`src/rtl/stack_mem_ctrl.sv`:
```
// stack_mem_ctrl: sequences push/pop requests from the instruction controller
// onto a single-port, registered-read data memory that holds the operand stack.
// Tracks the stack pointer (count), reports completion and full/empty status,
// and keeps sticky overflow/underflow flags until cleared.

module stack_mem_ctrl #(
  parameter int ADDR_W     = 5,
  parameter int DATA_W     = 8,
  parameter int STACK_BASE = 16,
  parameter int DEPTH      = 16,
  parameter int CNT_W      = $clog2(DEPTH + 1)
) (
  input  logic              clk,
  input  logic              rst,
  input  logic              push,
  input  logic              pop,
  input  logic [DATA_W-1:0] push_data,
  output logic [DATA_W-1:0] pop_data,
  output logic              busy,
  output logic              done,
  output logic              err,
  output logic [CNT_W-1:0]  count,
  output logic              full,
  output logic              empty,
  output logic              overflow,
  output logic              underflow,
  input  logic              clr_err,
  output logic [ADDR_W-1:0] mem_addr,
  output logic [DATA_W-1:0] mem_wdata,
  output logic              mem_we,
  output logic              mem_re,
  input  logic [DATA_W-1:0] mem_rdata
);

  typedef enum logic [1:0] {
    IDLE     = 2'd0,
    PUSH_WR  = 2'd1,
    POP_RD   = 2'd2,
    POP_WAIT = 2'd3
  } state_t;

  localparam logic [ADDR_W-1:0] BASE_ADDR = ADDR_W'(STACK_BASE);
  localparam logic [CNT_W-1:0]  FULL_CNT  = CNT_W'(DEPTH);

  state_t            state;
  logic [DATA_W-1:0] wr_latch;

  // Slot addresses: count is the next free slot, count-1 is the top of stack.
  logic [ADDR_W-1:0] push_addr;
  logic [ADDR_W-1:0] top_addr;

  assign push_addr = BASE_ADDR + ADDR_W'(count);
  assign top_addr  = push_addr - ADDR_W'(1);

  assign full  = (count == FULL_CNT);
  assign empty = (count == '0);
  assign busy  = (state != IDLE);

  // Request sequencing, stack pointer, status pulses and sticky error flags.
  always_ff @(posedge clk) begin
    if (rst) begin
      state     <= IDLE;
      count     <= '0;
      pop_data  <= '0;
      wr_latch  <= '0;
      done      <= 1'b0;
      err       <= 1'b0;
      overflow  <= 1'b0;
      underflow <= 1'b0;
    end else begin
      // NOTE: non-blocking assignments so every register sees pre-edge values;
      // the later assignments below let a new error win over clr_err.
      done <= 1'b0;
      err  <= 1'b0;
      if (clr_err) begin
        overflow  <= 1'b0;
        underflow <= 1'b0;
      end
      case (state)
        IDLE: begin
          if (push && pop) begin
            done <= 1'b1;
            err  <= 1'b1;
          end else if (push) begin
            if (full) begin
              done     <= 1'b1;
              err      <= 1'b1;
              overflow <= 1'b1;
            end else begin
              wr_latch <= push_data;
              state    <= PUSH_WR;
            end
          end else if (pop) begin
            if (empty) begin
              done      <= 1'b1;
              err       <= 1'b1;
              underflow <= 1'b1;
            end else begin
              state <= POP_RD;
            end
          end
        end
        PUSH_WR: begin
          count <= count + CNT_W'(1);
          done  <= 1'b1;
          state <= IDLE;
        end
        POP_RD: begin
          state <= POP_WAIT;
        end
        POP_WAIT: begin
          pop_data <= mem_rdata;
          count    <= count - CNT_W'(1);
          done     <= 1'b1;
          state    <= IDLE;
        end
        default: state <= IDLE;
      endcase
    end
  end

  // Memory port decode; enables are forced low while rst is high.
  always_comb begin
    // NOTE: defaults first so no path leaves an output unassigned (no latch).
    mem_addr  = BASE_ADDR;
    mem_wdata = '0;
    mem_we    = 1'b0;
    mem_re    = 1'b0;
    case (state)
      PUSH_WR: begin
        mem_addr  = push_addr;
        mem_wdata = wr_latch;
        mem_we    = !rst;
      end
      POP_RD: begin
        mem_addr = top_addr;
        mem_re   = !rst;
      end
      POP_WAIT: begin
        mem_addr = top_addr;
      end
      default: ;
    endcase
  end

endmodule

```
`config.mk`:
```
export PLATFORM = sky130hd
export DESIGN_NAME = stack_mem_ctrl
export DESIGN_NICKNAME = d
export VERILOG_FILES = /design/src/rtl/stack_mem_ctrl.sv
export SDC_FILE = /design/constraint.sdc
export NUM_CORES = 1
export LEC_CHECK = 0
export BUFFER_PORTS_ARGS = -buffer_cell sky130_fd_sc_hd__buf_2
export CAP_MARGIN = 20
export CORE_MARGIN = 4
export CORE_UTILIZATION = 47
export DETAILED_ROUTE_END_ITERATION = 16
export PLACE_DENSITY = 0.78
export SKIP_CTS_REPAIR_TIMING = 1
export SYNTH_ARGS = -nofsm -noshare
export SYNTH_HDL_FRONTEND = slang
export SYNTH_SLANG_ARGS = --single-unit
```
`constraint.sdc`:
```
create_clock -name clk -period 2.4 [get_ports clk]
set_input_delay 0.48 -clock clk [delete_from_list [all_inputs] [get_ports clk]]
set_output_delay 0.48 -clock clk [all_outputs]
set_load 0.02 [all_outputs]
```
==> flow_metrics.env <==
export IMPL_outcome="complete, no violations"
export IMPL_layout_nets=241
export IMPL_worstSetupEndpointType="output port"
export IMPL_fin_crit_sh_pct=96.8
export IMPL_synthDistinctLibCells=39
export IMPL_final_common_cell="buf_2"
export IMPL_cts_root_buf="clkbuf_4"
export IMPL_fin_util_pct=61.4
export IMPL_rrSetupSlack_ps=270
export IMPL_htree_levels=1
export IMPL_grt_pass1_wl_mm=4.80
export IMPL_yosys_warnings=0
export IMPL_path_clk_slew_ps=140
export IMPL_cp_arrival_ps=1840
export IMPL_worst_path_buf_inv=1
export IMPL_insertion_delay_ps=330
export IMPL_coreArea_um2=2780
export IMPL_start_util_pct=49.3
export IMPL_fmax_mhz=430
export IMPL_rsz0062_at_grt="true"
export IMPL_min_path_type="in2reg"
export IMPL_insertedDiodeCount=0
export IMPL_worstHoldPathCells=3
export IMPL_finClkSkew_ps=1.04
export IMPL_powerDensity_nw_per_um2=543
export IMPL_drive_gt1_share_pct=36.4
export IMPL_synthesis_nets=185
export IMPL_finalPower_uw=929
export IMPL_setup_violations=0
export IMPL_routed_top_layer="met4"
export IMPL_critPathLaunch="state[1]"
export IMPL_via_per_inst=5.12
export IMPL_clockBufferDepth=2
export IMPL_r2r_end="count[4]"
export IMPL_yosysSeqAreaShare_pct=39.4
export IMPL_p_leak_nw=0.869
export IMPL_dpl_cell_count=240
export IMPL_io_buffers=55
export IMPL_cts_made_buffers=3
export IMPL_antenna_found_initial=0
export IMPL_maxSlewHeadroom_pct=71.7
export IMPL_seqPwrFrac_pct=53.2
export IMPL_cts_sinks=27
export IMPL_path_cells="and2b_1 -> o21ai_0 -> o21ai_0 -> buf_2"
export IMPL_reg2reg_from="state[1]"
export IMPL_worst_pin_slew_ps=424
export IMPL_path_max_fanout=14
export IMPL_setup_tns_ps=0
export IMPL_gp_congestion=0.826
export IMPL_wl_mm=3.11
export IMPL_yosys_top_cells_area="dfxtp_1, mux2i_1, nor2_1, nand2_1, a21oi_1"
export IMPL_switchingPower_uw=296
export IMPL_synth_largest_area_cell="dfxtp_1"
export IMPL_synth_top_area_share_pct=39.4
export IMPL_crit_type="reg2out"
export IMPL_synthesis_area_um2=1370
export IMPL_min_to="wr_latch[0]"
export IMPL_period_minus_slack_ps=2320
export IMPL_num_rows=19
export IMPL_area_growth_pct=24.6
export IMPL_ios=56
export IMPL_track_usage_pct=16.8
export IMPL_drv_cap=0
export IMPL_fin_cells=245
export IMPL_netlist_instances=159
export IMPL_intPower_uw=633
export IMPL_fp_dieH_um=62.0
export IMPL_wl_per_cell_um=12.7
export IMPL_peakVddDrop_mv=0.349
export IMPL_drtIter0Drc=63
export IMPL_vias=1255
export IMPL_wl_met2_mm=1.51
export IMPL_grt_overflow_total=0
export IMPL_die_area_um2=3850
export IMPL_worstHoldStart="push_data[0]"
export IMPL_critPathMostFrequentCell="o21ai_0"
export IMPL_firstDrtPassIters=4
export IMPL_dpl_hpwl_mm=2.38
export IMPL_placed_area_um2=1650
export IMPL_layout_common_cells="buf_2, dfxtp_1, nor2_1"
export IMPL_swShare_pct=31.8
export IMPL_wl_met3_um=184
export IMPL_drc=0
export IMPL_syn_avg_cell_area_um2=8.62
export IMPL_slew_violations=0
export IMPL_slowest_delay_ps=610
export IMPL_worst_path_dominant_cell_family="flip-flops"
export IMPL_synth_seq_cells=27
export IMPL_cts_tree="yes"
export IMPL_wl_met1_mm=1.37
export IMPL_hold_viol_final=0
export IMPL_postRouteAntennaNets=0
export IMPL_p_comb_share_pct=25.4
export IMPL_grt_max_degree=18
export IMPL_stdcell_area_um2=1710
export IMPL_cp_required_ps=1920
export IMPL_worstSetupStartpointType="flip-flop"
export IMPL_clockPowerShare_pct=21.4
export IMPL_first_global_vias=1113
export IMPL_slowest_stage="dfxtp_1"
export IMPL_r2r_cells=6
export IMPL_dieWidth_um=62.0
## layer usage
metal	global-route usage [%]	vias to the layer above
met5	0	-
met3	3.93	5
met4	7.27	0
li1	-	641
met2	27.2	31
met1	21.2	578
## cell families (layout without fill, tap and decap cells)
family,count (synthesis),after routing,synth area share [%]
xor gates and xnor gates,2,2,1.28
DFF,27,27,39.4
adders and majority gates,5,5,5.11
AOI/OAI and AO/OA,27,27,11.8
and+or+nand+nor,70,70,27.7
muxes,12,12,8.85
buffers and inverters,16,71,5.84
## power groups by stage
stage	combinational, mW	sequential (mW)	clock [mW]
3_5_place_dp	0.228	0.502	0
3_3_place_gp	0.226	0.502	0
6_report	0.236	0.494	0.199
2_1_floorplan	0.155	0.509	0
4_1_cts	0.228	0.493	0.212
5_1_grt	0.258	0.499	0.223
## registers in the layout, indices dropped and copies added (netlist names)
signal / flops
pop_data: 8
wr_latch: 8
count: 5
state: 2
done: 1
err: 1
overflow: 1
underflow: 1
## cell type report
cell class | instances | area (um^2)
flip-flops and latches | 27 | 546
fillers | 266 | 1070
clock buffers | 3 | 22.5
well taps | 31 | 38.8
inverters | 9 | 33.8
multi-input cells | 116 | 763
clock inverters | 1 | 5.00
repair buffers | 58 | 300
## worst min-delay path: stages
cell and delay [ps]:
buf_2 70, mux2i_1 50, nor2_1 70
## how the worst max path moves through the flow
| stage | cells past startpoint | end | slack, ps |
|---|---|---|---|
| floorplan | 5 | mem_addr[4] | 340 |
| global placement | 6 | count[4] | 330 |
| CTS | 6 | mem_addr[4] | -70 |
| detailed placement | 6 | count[4] | 300 |
| finish | 4 | mem_addr[2] | 80 |
| global route | 4 | mem_addr[2] | -20 |
## stage by stage
step / setup slack [ps] / hold slack, ps
4_1_cts: -71.7 / 348
3_3_place_gp: 334 / 445
2_1_floorplan: 339 / 455
3_5_place_dp: 303 / 446
5_1_grt: -21.5 / 359
6_report: 75.6 / 366
## cell usage after synthesis
cell	count
a31oi_1	1
a32oi_1	1
inv_1	6
nor2_1	23
nor4b_4	1
nor3_1	3
xnor2_1	2
o21ai_1	2
nor4b_1	1
fa_1	1
nand3b_1	1
or3b_4	1
nand4bb_2	1
nor2b_1	1
ha_1	4
o21ai_2	1
and2_1	8
mux2_1	1
o22a_1	1
buf_6	2
nand2b_1	1
mux2i_1	11
a211o_1	1
o21ai_0	4
nand2_1	22
and2b_1	1
nand2_4	2
nand3_1	1
inv_2	3
dfxtp_1	27
a21oi_1	12
clkbuf_1	1
nor3b_2	1
nor2_4	1
a211oi_1	2
buf_2	4
a22oi_1	1
nor3b_1	1
a21o_1	1
(Power assumes the default switching activity.)
